$ cat config.mk
export PLATFORM = sky130hd
export DESIGN_NAME = fetch_sequencer
export DESIGN_NICKNAME = d
export VERILOG_FILES = /design/src/rtl/fetch_sequencer_pkg.sv /design/src/rtl/fetch_skid_buf.sv /design/src/rtl/fetch_sequencer.sv
export SDC_FILE = /design/constraint.sdc
export NUM_CORES = 1
export LEC_CHECK = 0
export CAP_MARGIN = 0
export CORE_MARGIN = 2
export CORE_UTILIZATION = 53
export DETAILED_ROUTE_END_ITERATION = 6
export PLACE_DENSITY = 0.84
export SYNTH_ARGS = -nofsm -noshare
export SYNTH_HDL_FRONTEND = slang
export SYNTH_SLANG_ARGS = --single-unit
export TNS_END_PERCENT = 30
$ cat constraint.sdc
create_clock -name clk -period 10.6 [get_ports clk]
set_clock_uncertainty 0.05 [all_clocks]
set_input_delay 1.59 -clock clk [delete_from_list [all_inputs] [get_ports clk]]
set_output_delay 1.59 -clock clk [all_outputs]
set_load 0.02 [all_outputs]
$ cat src/rtl/fetch_sequencer_pkg.sv
// -----------------------------------------------------------------------------
// fetch_sequencer_pkg
// Shared definitions for the instruction fetch sequencer: instruction width,
// the NOP word used whenever inst_code is cleared, the sequencer state
// encoding and a PC word-alignment helper.
// -----------------------------------------------------------------------------
package fetch_sequencer_pkg;

    localparam int INST_W = 32;

    // Word presented on inst_code whenever the output register is cleared.
    localparam logic [INST_W-1:0] NOP_INST = 32'h0000_0000;

    typedef enum logic [1:0] {
        ST_BOOT  = 2'd0,
        ST_RUN   = 2'd1,
        ST_DRAIN = 2'd2,
        ST_HALT  = 2'd3
    } fetch_state_e;

    // Force a byte address onto a 32-bit instruction boundary.
    function automatic logic [31:0] align_pc(input logic [31:0] pc);
        return {pc[31:2], 2'b00};
    endfunction

endpackage

$ cat src/rtl/fetch_skid_buf.sv
// -----------------------------------------------------------------------------
// fetch_skid_buf
// One-entry {valid, data, pc} holding register. It captures a ROM read that
// completes while the decoder is stalled, so that read is not lost, and gives
// it back once the stall releases.
//
// Ports:
//   clk      in   clock
//   rst      in   asynchronous active-high reset, empties the entry
//   flush_i  in   discard the entry (redirect); wins over load/drain
//   load_i   in   capture data_i/pc_i and mark the entry valid
//   drain_i  in   the entry is being consumed this cycle; mark it empty
//   data_i   in   instruction word to capture
//   pc_i     in   byte address of data_i
//   vld_o    out  entry holds an instruction
//   data_o   out  held instruction word
//   pc_o     out  held byte address
// -----------------------------------------------------------------------------
module fetch_skid_buf
    import fetch_sequencer_pkg::*;
(
    input  logic              clk,
    input  logic              rst,
    input  logic              flush_i,
    input  logic              load_i,
    input  logic              drain_i,
    input  logic [INST_W-1:0] data_i,
    input  logic [31:0]       pc_i,
    output logic              vld_o,
    output logic [INST_W-1:0] data_o,
    output logic [31:0]       pc_o
);

    logic              vld_q,  vld_d;
    logic [INST_W-1:0] data_q, data_d;
    logic [31:0]       pc_q,   pc_d;

    // Next-state selection for the holding entry.
    always_comb begin
        vld_d  = vld_q;
        data_d = data_q;
        pc_d   = pc_q;
        if (flush_i) begin
            vld_d = 1'b0;
        end else if (load_i) begin
            vld_d  = 1'b1;
            data_d = data_i;
            pc_d   = pc_i;
        end else if (drain_i) begin
            vld_d = 1'b0;
        end else begin
            vld_d = vld_q;
        end
    end

    // Entry storage with asynchronous clear.
    always_ff @(posedge clk or posedge rst) begin
        if (rst) begin
            vld_q  <= 1'b0;
            data_q <= NOP_INST;
            pc_q   <= 32'h0000_0000;
        end else begin
            vld_q  <= vld_d;
            data_q <= data_d;
            pc_q   <= pc_d;
        end
    end

    assign vld_o  = vld_q;
    assign data_o = data_q;
    assign pc_o   = pc_q;

endmodule

$ cat src/rtl/fetch_sequencer.sv
// -----------------------------------------------------------------------------
// fetch_sequencer
// Owns the PC and sequences reads from a synchronous instruction ROM, handing
// a registered, PC-tagged instruction stream to the decoder. A read issued in
// cycle n returns data in cycle n+1 and reaches the output register at the
// end of n+1 (two-cycle fetch-to-output latency, one instruction per cycle
// when not stalled). A one-entry skid buffer catches the read that lands
// while the decoder stalls.
//
// Ports:
//   clk            in   clock, rising edge
//   rst            in   asynchronous active-high reset
//   stall          in   decoder cannot accept: hold output, stop issuing
//   redirect_valid in   load redirect_pc into the PC (ignored in BOOT)
//   redirect_pc    in   redirect target byte address
//   halt_req       in   stop fetching (taken in RUN only)
//   rom_en         out  ROM read enable
//   rom_addr       out  ROM word address = pc[ADDR_W+1:2]
//   rom_data       in   ROM read data, valid the cycle after rom_en
//   inst_valid     out  inst_code/inst_pc hold a valid instruction
//   inst_code      out  instruction word
//   inst_pc        out  byte address of inst_code
//   halted         out  sequencer is in HALT
//   misalign       out  sticky: a redirect target had nonzero bits [1:0]
// -----------------------------------------------------------------------------
module fetch_sequencer
    import fetch_sequencer_pkg::*;
#(
    parameter int          ADDR_W   = 6,
    parameter logic [31:0] RESET_PC = 32'h0000_0000
) (
    input  logic              clk,
    input  logic              rst,
    input  logic              stall,
    input  logic              redirect_valid,
    input  logic [31:0]       redirect_pc,
    input  logic              halt_req,
    output logic              rom_en,
    output logic [ADDR_W-1:0] rom_addr,
    input  logic [INST_W-1:0] rom_data,
    output logic              inst_valid,
    output logic [INST_W-1:0] inst_code,
    output logic [31:0]       inst_pc,
    output logic              halted,
    output logic              misalign
);

    fetch_state_e      state_q, state_d;

    logic [31:0]       pc_q,         pc_d;
    logic              req_vld_q,    req_vld_d;
    logic [31:0]       req_pc_q,     req_pc_d;
    logic              inst_valid_q, inst_valid_d;
    logic [INST_W-1:0] inst_code_q,  inst_code_d;
    logic [31:0]       inst_pc_q,    inst_pc_d;
    logic              misalign_q,   misalign_d;

    logic              issue_s;
    logic              redir_take_s;
    logic              skid_load_s;
    logic              skid_drain_s;
    logic              skid_vld_s;
    logic [INST_W-1:0] skid_data_s;
    logic [31:0]       skid_pc_s;

    // ------------------------------------------------------------------
    // FSM
    // ------------------------------------------------------------------

    // State register.
    always_ff @(posedge clk or posedge rst) begin
        if (rst) begin
            state_q <= ST_BOOT;
        end else begin
            state_q <= state_d;
        end
    end

    // Next-state logic; redirect outranks halt, and BOOT ignores both.
    always_comb begin
        state_d = state_q;
        case (state_q)
            ST_BOOT: begin
                state_d = ST_RUN;
            end
            ST_RUN: begin
                if (redirect_valid) begin
                    state_d = ST_RUN;
                end else if (halt_req) begin
                    state_d = ST_DRAIN;
                end else begin
                    state_d = ST_RUN;
                end
            end
            ST_DRAIN: begin
                // Leave only once nothing is in flight or parked, and the last
                // output word is either empty or being taken this cycle.
                if (redirect_valid) begin
                    state_d = ST_RUN;
                end else if (!req_vld_q && !skid_vld_s && (!inst_valid_q || !stall)) begin
                    state_d = ST_HALT;
                end else begin
                    state_d = ST_DRAIN;
                end
            end
            ST_HALT: begin
                if (redirect_valid) begin
                    state_d = ST_RUN;
                end else begin
                    state_d = ST_HALT;
                end
            end
            default: begin
                state_d = ST_BOOT;
            end
        endcase
    end

    // FSM outputs: ROM issue qualifier and halted flag.
    always_comb begin
        issue_s = 1'b0;
        halted  = 1'b0;
        if (state_q == ST_RUN) begin
            issue_s = !stall && !redirect_valid && !halt_req;
        end else begin
            issue_s = 1'b0;
        end
        if (state_q == ST_HALT) begin
            halted = 1'b1;
        end else begin
            halted = 1'b0;
        end
    end

    assign rom_en   = issue_s;
    assign rom_addr = pc_q[ADDR_W+1:2];

    // ------------------------------------------------------------------
    // Skid buffer control
    // ------------------------------------------------------------------

    // Redirect flushes everything; a stalled returning read parks in the skid,
    // and the skid drains on the first unstalled edge. Load and drain can
    // never coincide: a full skid implies the previous cycle was stalled, so
    // no read is in flight.
    always_comb begin
        redir_take_s = redirect_valid && (state_q != ST_BOOT);
        skid_load_s  = !redir_take_s && stall && req_vld_q;
        skid_drain_s = !redir_take_s && !stall && skid_vld_s;
    end

    fetch_skid_buf u_skid (
        .clk     (clk),
        .rst     (rst),
        .flush_i (redir_take_s),
        .load_i  (skid_load_s),
        .drain_i (skid_drain_s),
        .data_i  (rom_data),
        .pc_i    (req_pc_q),
        .vld_o   (skid_vld_s),
        .data_o  (skid_data_s),
        .pc_o    (skid_pc_s)
    );

    // ------------------------------------------------------------------
    // PC, request tracking and output register
    // ------------------------------------------------------------------

    // Next-state for the PC, in-flight request tag and output register.
    always_comb begin
        pc_d         = pc_q;
        req_vld_d    = 1'b0;
        req_pc_d     = req_pc_q;
        inst_valid_d = inst_valid_q;
        inst_code_d  = inst_code_q;
        inst_pc_d    = inst_pc_q;
        misalign_d   = misalign_q;
        if (redir_take_s) begin
            pc_d         = align_pc(redirect_pc);
            req_vld_d    = 1'b0;
            inst_valid_d = 1'b0;
            inst_code_d  = NOP_INST;
            inst_pc_d    = 32'h0000_0000;
            if (redirect_pc[1:0] != 2'b00) begin
                misalign_d = 1'b1;
            end else begin
                misalign_d = misalign_q;
            end
        end else begin
            if (issue_s) begin
                pc_d      = pc_q + 32'd4;
                req_vld_d = 1'b1;
                req_pc_d  = pc_q;
            end else begin
                req_vld_d = 1'b0;
            end
            // The skid always holds the older instruction, so it goes first.
            if (!stall) begin
                if (skid_vld_s) begin
                    inst_valid_d = 1'b1;
                    inst_code_d  = skid_data_s;
                    inst_pc_d    = skid_pc_s;
                end else if (req_vld_q) begin
                    inst_valid_d = 1'b1;
                    inst_code_d  = rom_data;
                    inst_pc_d    = req_pc_q;
                end else begin
                    inst_valid_d = 1'b0;
                    inst_code_d  = NOP_INST;
                    inst_pc_d    = 32'h0000_0000;
                end
            end else begin
                inst_valid_d = inst_valid_q;
            end
        end
    end

    // PC, request tag, output register and sticky misalign flag.
    always_ff @(posedge clk or posedge rst) begin
        if (rst) begin
            pc_q         <= RESET_PC;
            req_vld_q    <= 1'b0;
            req_pc_q     <= 32'h0000_0000;
            inst_valid_q <= 1'b0;
            inst_code_q  <= NOP_INST;
            inst_pc_q    <= 32'h0000_0000;
            misalign_q   <= 1'b0;
        end else begin
            pc_q         <= pc_d;
            req_vld_q    <= req_vld_d;
            req_pc_q     <= req_pc_d;
            inst_valid_q <= inst_valid_d;
            inst_code_q  <= inst_code_d;
            inst_pc_q    <= inst_pc_d;
            misalign_q   <= misalign_d;
        end
    end

    assign inst_valid = inst_valid_q;
    assign inst_code  = inst_code_q;
    assign inst_pc    = inst_pc_q;
    assign misalign   = misalign_q;

endmodule

==> results.cfg, run 1 <==
[sta]
fin_crit_ns = 5.48
maxSlewHeadroom_pct = 33.3
setup-tns-final_ns = 0
slew_viol_final = 0
hold_viol_final = 0
setup_slack_ns = 5.12
fmaxAchievable_mhz = 183
rsz0062_at_grt = no
setup_viol = 0
hold_ws_ns = 0.455
worst_pin_slew_ns = 1.00
fin_crit_sh_pct = 51.7

[synthesis]
synth_compound_area_share_pct = 12.3
synth_ff_type = dfrtp_1
synth_top_family_by_area = simple AND/OR/NAND/NOR gates
synthMuxAreaShare_pct = 8.15
synthArstFlopShare_pct = 100
avgSynthCellArea_um2 = 9.56
yosysUniqueCellTypes = 45
ys_warn_count = 0
synthXorXnorAreaFrac_pct = 0.0994
syn_inst = 922
yosys.area_share.simple_pct = 21.2
synth-seq-area-share_pct = 54.0
synth_edf_count = 0
netlist_area_um2 = 8810
ys_ff_latch = 190
synth_fa_ha_area_share_pct = 0.142

[power]
totalPowerFinal_w = 0.00180
p_seq_share_pct = 51.3
clkPwrFrac_pct = 35.6
ir_drop_mv = 0.123
switchingPower_w = 0.000490
switching_share_pct = 27.3
power_density_nw_per_um2 = 166
p_leak_nw = 4.63
internal_power_w = 0.00131
p_comb_share_pct = 13.1

[grt]
grt.met2_usage_pct = 38.5
grt_pass1_wl_um = 34800
globalRouteMet1Util_pct = 35.2
antenna_found_initial = 0
busiest_layer = met2
grt_pass1_vias = 6852
grt_util_met3_pct = 3.87
grt_usage_pct = 24.5
grt_max_degree = 111
grt-ovfl-total = 0

[floorplan]
initial_core_util_pct = 53.7
core_um2 = 16400
std_cell_rows = 47
dieWidth_um = 133
ioPinCount = 143
die_area_um2 = 17700
chipHeight_um = 133

[place]
post-place-ws_ns = 5.10
io_buffers = 140
gp_congestion = 0.817
hpwlAfterDp_um = 12900

[status]
status = complete, no violations

[drt]
drt-wirelength-per-cell_um = 16.7
ant_nets = 0
dr.pass1.iters = 5
via_per_inst = 5.74
drtIter0Drc = 628
drc = 0
vias = 7162
wl_um = 20900

[flow_run]
drv_cap = 0

[worst_setup_path]
worstReg2RegEnd = pc_q[14]
crit_type = primary input to primary output
reg2regPathDepth = 8
required_ns = 8.96
start_kind = primary input
worstPathArrival_ns = 3.84
cp-end-kind = primary output
cp_max_fo = 72
r2r_slack_ns = 7.24
r2r-start = state_q[1]
crit_path_end = rom_en
crit_start = redirect_valid

[clocking]
root_buffer = clkbuf_16
clk_pin_slew_ns = 0.07
clock_path_buffers = 2
htree_levels = 4
cts_num_sinks = 190
cts_tree = done
clk_latency_ns = 0.43
postCtsSetupBuffers = 0
cts_resized = 0
cts_buffers = 17
cts-hold-fix-buffers = 0

[finish]
drive_gt1_share_pct = 11.0
fin_nets = 1085
final_common_cell = dfrtp_1
layout_common_cells = dfrtp_1 (188), nand2_1 (168), clkdlybuf4s50_1 (139)
fill_cells = 1246
insertedDiodeCount = 0
syn2layout_area_growth_pct = 23.0

[min_path]
holdCritPathClass = register to register
[how the worst min path moves through the flow]
stage	start	to	slack (ns)	cells past startpoint
5_1_grt	u_skid.data_o[1]	u_skid.data_o[1]	0.46	1
3_3_place_gp	misalign	misalign	0.42	1
3_5_place_dp	misalign	misalign	0.43	1
2_1_floorplan	req_pc_q[12]	req_pc_q[12]	0.41	2
4_1_cts	req_pc_q[17]	req_pc_q[17]	0.46	2
6_report	req_pc_q[17]	req_pc_q[17]	0.46	2
[state kept, by name, summed over array words and instances (netlist names)]
| register | cells |
|---|---|
| inst_pc | 30 |
| u_skid.vld_o | 1 |
| state_q | 2 |
| req_pc_q | 30 |
| u_skid.pc_o | 30 |
| inst_valid | 1 |
| inst_code | 32 |
| pc_q | 30 |
| u_skid.data_o | 32 |
| req_vld_q | 1 |
| misalign | 1 |
[per-layer routing]
metal / wire length, um / vias up
met4: 298 / 0
met2: 10000 / 251
met1: 9470 / 3511
met5: 0 / -
met3: 1100 / 22
li1: - / 3378
[worst max-delay path: stages]
cell and delay (ns):
clkdlybuf4s50_1 0.48, or4_2 0.69, buf_4 0.34, inv_1 0.12, clkdlybuf4s50_1 0.60
[cell families after synthesis]
kind of cell / after synthesis
XOR/XNOR: 1
other: 1
adder cells (fa/ha/maj): 1
AO/OA/AOI/OAI: 193
multiplexers: 64
buffers and inverters: 83
flip-flops: 190
AND/OR/NAND/NOR: 389
[through the flow]
| step | utilization (%) | cells | cell area, um2 |
|---|---|---|---|
| detailed placement | 62.5 | 1216 | 10300 |
| CTS | 66.1 | 1248 | 10800 |
| global route | 66.1 | 1248 | 10800 |
| finish | 66.1 | 1248 | 10800 |
| floorplan | - | 923 | 8820 |
| global placement | 62.5 | 1216 | 10300 |
[power by group through the flow]
stage	clock (W)	sequential (W)	combinational, W
floorplan	0	0.000909	0.000166
global placement	0	0.000924	0.000228
detailed placement	0	0.000932	0.000237
CTS	0.000648	0.000920	0.000239
global route	0.000679	0.000936	0.000263
finish	0.000640	0.000921	0.000236
[Yosys cell counts, drive strengths merged, types with 2 or more instances]
cell type / instances / area (um2)
dfrtp: 190 / 4750
nand2: 168 / 631
a21oi: 132 / 661
nor2: 87 / 327
mux2: 62 / 698
nand3b: 60 / 450
clkbuf: 44 / 165
buf: 31 / 165
o21ai: 23 / 115
nand3: 21 / 105
nand4: 14 / 87.6
inv: 8 / 30.0
a221o: 7 / 70.1
a22oi: 7 / 52.6
a31oi: 6 / 37.5
and4: 6 / 52.6
nor3: 6 / 35.0
and2: 5 / 31.3
or3: 5 / 31.3
or4: 5 / 37.5
o211ai: 4 / 30.0
a32oi: 3 / 26.3
and3: 3 / 18.8
nor4: 3 / 25.0
o311ai: 3 / 26.3
a21o: 2 / 15.0
mux2i: 2 / 20.0
nand2b: 2 / 12.5
nor2b: 2 / 12.5
o21bai: 2 / 15.0
[final cells by class]
| class | instances | area [um2] | area share [%] |
|---|---|---|---|
| Tap cell | 220 | 275 | 2.54 |
| Multi-Input combinational cell | 650 | 3720 | 34.3 |
| Inverter | 8 | 37.5 | 0.346 |
| Clock buffer | 17 | 425 | 3.92 |
| Sequential cell | 190 | 4760 | 43.9 |
| Timing Repair Buffer | 148 | 1460 | 13.5 |
| Clock inverter | 15 | 163 | 1.50 |
No activity file was read; power rests on OpenSTA's default activity.
==> run 2, diff against run 1 <==
- CORE_UTILIZATION: 53 -> 49
- PLACE_DENSITY: 0.84 -> 0.82
- clock period: 10.6 -> 4.7 ns (I/O delays scaled with it)
==> results.cfg, run 2 (synthesis results as in run 1) <==
[status]
status = complete, no violations

[power]
power_density_nw_per_um2 = 371
p_leak_nw = 4.65
ir_drop_mv = 0.292

[floorplan]
core_um2 = 17800
chipHeight_um = 138
dieWidth_um = 138
ioPinCount = 143
die_area_um2 = 19100
std_cell_rows = 49
initial_core_util_pct = 49.6

[finish]
drive_gt1_share_pct = 11.1
layout_common_cells = dfrtp_1 (188), nand2_1 (168), clkdlybuf4s50_1 (139)
fin_nets = 1090
final-seq-area_um2 = 4760
insertedDiodeCount = 0
fill_cells = 1481
syn2layout_area_growth_pct = 23.6
multi_input_area_um2 = 3720
final_common_cell = dfrtp_1

[clocking]
cts_buffers = 17
cts_num_sinks = 190
clock_path_buffers = 2
htree_levels = 4
root_buffer = clkbuf_16
cts-hold-fix-buffers = 0
clk_pin_slew_ns = 0.06
postCtsSetupBuffers = 0
cts_resized = 0
clk_latency_ns = 0.43
cts_tree = done

[sta]
slew_viol_final = 0
maxSlewHeadroom_pct = 25.0
rsz0062_at_grt = no
setup_viol = 0
setup-tns-final_ns = 0
hold_viol_final = 0
worst_pin_slew_ns = 1.12
fmaxAchievable_mhz = 293
fin_crit_ns = 3.41
fin_crit_sh_pct = 72.5
setup_slack_ns = 1.29

[drt]
dr.pass1.iters = 5
vias = 7168
via_per_inst = 5.68
wl_um = 20800
ant_nets = 0
drc = 0
drt-wirelength-per-cell_um = 16.5
drtIter0Drc = 561

[grt]
grt_usage_pct = 21.8
antenna_found_initial = 0
grt_pass1_vias = 6872
grt-ovfl-total = 0
grt_max_degree = 127
grt_pass1_wl_um = 34200

[worst_setup_path]
crit_family = buffers and inverters
worstPathArrival_ns = 2.65
slowest_stage = or4_2
cp_max_fo = 5
cpMostUsedCell = clkdlybuf4s50_1
required_ns = 3.94
slowest_delay_ns = 0.78
critPathBufInv = 3
cp-end-kind = primary output
crit_type = primary input to primary output
start_kind = primary input
worstPathCellList = clkdlybuf4s50_1 -> or4_2 -> inv_1 -> clkdlybuf4s50_1

[place]
gp_congestion = 0.840
io_buffers = 140
post-place-ws_ns = 1.29
hpwlAfterDp_um = 12900

[min_path]
holdCritPathClass = register to register

[flow_run]
drv_cap = 0
run 2: stage by stage:
| step | hold slack, ns | instance area [um2] | power (W) | instances | utilization, % |
|---|---|---|---|---|---|
| floorplan | 0.414 | 8820 | 0.00242 | 923 | - |
| global placement | 0.420 | 10300 | 0.00260 | 1230 | 58.0 |
| detailed placement | 0.427 | 10300 | 0.00264 | 1230 | 58.0 |
| CTS | 0.444 | 10900 | 0.00408 | 1261 | 61.3 |
| global route | 0.463 | 10900 | 0.00423 | 1261 | 61.3 |
| finish | 0.440 | 10900 | 0.00404 | 1261 | 61.3 |
run 2: layout make-up:
| cell class | instances | area share [%] |
|---|---|---|
| flip-flops and latches | 190 | 43.7 |
| multi-input cells | 650 | 34.2 |
| repair buffers | 153 | 13.8 |
| clock buffers | 22 | 4.35 |
| well taps | 229 | 2.63 |
| clock inverters | 9 | 1.03 |
| inverters | 8 | 0.310 |
run 2: report_power, final:
part	internal (W)	switching, W	total, W
combinational	0.000272	0.000263	0.000535
clock	0.000823	0.000603	0.00143
sequential	0.00189	0.000190	0.00208
total	0.00298	0.00106	0.00404
run 2: worst paths after layout:
| kind | startpoint | to | slack (ns) | depth (start not counted) |
|---|---|---|---|---|
| min in group asynchronous | rst | state_q[1] | 0.76 | 3 |
| max reg2reg | state_q[1] | pc_q[18] | 2.02 | 7 |
| min reg2reg | misalign | misalign | 0.44 | 1 |
| max | redirect_valid | rom_en | 1.29 | 4 |
| min | misalign | misalign | 0.44 | 1 |
| max in group asynchronous | rst | inst_code[27] | 3.20 | 3 |
run 2: worst reg2reg max path, cell delays in order (launching register included):
cell      delay [ns]
dfrtp_1         0.44
nand2b_1        0.17
or4_2           0.63
inv_2           0.31
buf_4           0.33
nand2_1         0.15
or4_1           0.43
nand3_1         0.10
run 2: routing by layer:
metal	wire length [um]	global-route usage [%]	part of all wire, %	vias to the layer above
li1	-	-	-	3391
met1	9340	30.1	45	3534
met2	9990	34.5	48	231
met3	1240	5.09	6.0	12
met4	188	6.55	0.91	0
met5	0	0	0	-
==> run 3, diff against run 2 <==
- clock period: 4.7 -> 3 ns (I/O delays scaled with it)
==> results.cfg, run 3 (synthesis results as in run 1) <==
[status]
status = complete, no violations

[sta]
fmaxAchievable_mhz = 355
worst_pin_slew_ns = 0.673
fin_crit_ns = 2.82
setup-tns-final_ns = 0
fin_crit_sh_pct = 93.8
slew_viol_final = 0
setup_slack_ns = 0.185
hold_viol_final = 0
rsz0062_at_grt = no
maxSlewHeadroom_pct = 55.1
setup_viol = 0

[finish]
layout_common_cells = dfrtp_1 (188), nand2_1 (168), clkdlybuf4s50_1 (139)
insertedDiodeCount = 0
syn2layout_area_growth_pct = 25.2
final_common_cell = dfrtp_1
drive_gt1_share_pct = 12.2
post-route-util_pct = 62.0
fin_nets = 1099

[floorplan]
chipHeight_um = 138
die_area_um2 = 19100
core_um2 = 17800
ioPinCount = 143
std_cell_rows = 49
dieWidth_um = 138
initial_core_util_pct = 49.6

[clocking]
cts_resized = 0
cts-hold-fix-buffers = 0
cts_buffers = 17
cts_tree = done
clk_latency_ns = 0.43
clk_pin_slew_ns = 0.07
root_buffer = clkbuf_16
postCtsSetupBuffers = 0
htree_levels = 4
cts_num_sinks = 190
clock_path_buffers = 2

[worst_setup_path]
required_ns = 2.50
critPathBufInv = 2
r2r-start = state_q[1]
crit_family = simple AND/OR/NAND/NOR gates
slowest_delay_ns = 0.60
crit_cells = 4
reg2regPathDepth = 8
worstReg2RegEnd = pc_q[5]
r2r_slack_ns = 0.48
worstPathCellList = nand2b_1 -> or4_2 -> inv_1 -> clkdlybuf4s50_1
start_kind = register
cp_max_fo = 7
crit_type = register to primary output
worstPathArrival_ns = 2.32
cp-end-kind = primary output
slowest_stage = clkdlybuf4s50_1

[drt]
via_per_inst = 5.74
dr.pass1.iters = 7
wl_um = 21000
wl_met3_um = 1200
vias = 7291
met2_length_um = 9910
highest_layer = met4
drc = 0
ant_nets = 0
wl_met1_um = 9580
drtIter0Drc = 652
drt-wirelength-per-cell_um = 16.5

[power]
clkPwrFrac_pct = 35.1
switching_share_pct = 26.7
p_seq_share_pct = 51.4
internal_power_w = 0.00465
p_leak_nw = 4.74
ir_drop_mv = 0.446
power_density_nw_per_um2 = 574
switchingPower_w = 0.00169
totalPowerFinal_w = 0.00633
p_comb_share_pct = 13.5

[place]
gp_congestion = 0.871
hpwlAfterDp_um = 13900
io_buffers = 140
post-place-ws_ns = 0.0864

[flow_run]
drv_cap = 0

[grt]
grt_pass1_wl_um = 35500
grt-ovfl-total = 0
grt_pass1_vias = 6982
grt_max_degree = 73
grt_usage_pct = 22.5
antenna_found_initial = 0

[min_path]
holdCritPathClass = primary input to asynchronous set/reset pin
run 3: cell types whose count changed in the layout (fill, tap and decap cells not counted):
cell / previous run / this run
inv_6: 0 / 1
clkinv_2: 1 / 6
buf_4: 13 / 16
clkbuf_8: 3 / 1
buf_12: 1 / 7
inv_8: 0 / 1
clkinvlp_4: 5 / 4
clkbuf_1: 2 / 0
clkinv_4: 2 / 1
run 3: layout make-up:
cell class | count | area (um2)
well taps | 229 | 287
inverters | 8 | 33.8
multi-input cells | 650 | 3720
clock buffers | 18 | 439
repair buffers | 162 | 1650
fillers | 1427 | 6750
clock inverters | 14 | 141
flip-flops and latches | 190 | 4760
run 3: worst register-to-register path: stages, from the launching register on:
cell      delay (ns)
dfrtp_1         0.44
nand2b_1        0.16
or4_2           0.58
buf_4           0.30
inv_2           0.18
nor2_1          0.09
buf_4           0.24
o21ai_0         0.19
o311ai_0        0.15
run 3: per-stage QoR:
stage	hold slack (ns)	cell area, um2	std cells
final	0.409	11000	1271
after global routing	0.461	11000	1271
after global placement	0.422	10500	1239
after detailed placement	0.431	10500	1239
after CTS	0.426	11000	1271
after floorplan	0.414	8820	923
run 3: power by group through the flow:
stage	clock network, W	logic [W]	registers, W
2_1_floorplan	0	0.000586	0.00321
5_1_grt	0.00237	0.000958	0.00330
3_5_place_dp	0	0.000859	0.00329
3_3_place_gp	0	0.000828	0.00327
6_report	0.00222	0.000858	0.00325
4_1_cts	0.00225	0.000867	0.00325
run 3: per-layer routing:
| metal | up-vias | global-route usage [%] |
|---|---|---|
| met4 | 0 | 6.12 |
| met2 | 242 | 34.7 |
| met1 | 3611 | 33.1 |
| met5 | - | 0 |
| li1 | 3416 | - |
| met3 | 22 | 4.02 |
run 3: worst max path at each step:
stage	startpoint	slack, ns	end
after floorplan	rst	0.05	inst_code[0]
after CTS	state_q[1]	0.16	rom_en
final	state_q[1]	0.18	rom_en
after detailed placement	redirect_valid	0.09	pc_q[5]
after global routing	state_q[1]	0.10	rom_en
after global placement	halt_req	0.17	pc_q[5]
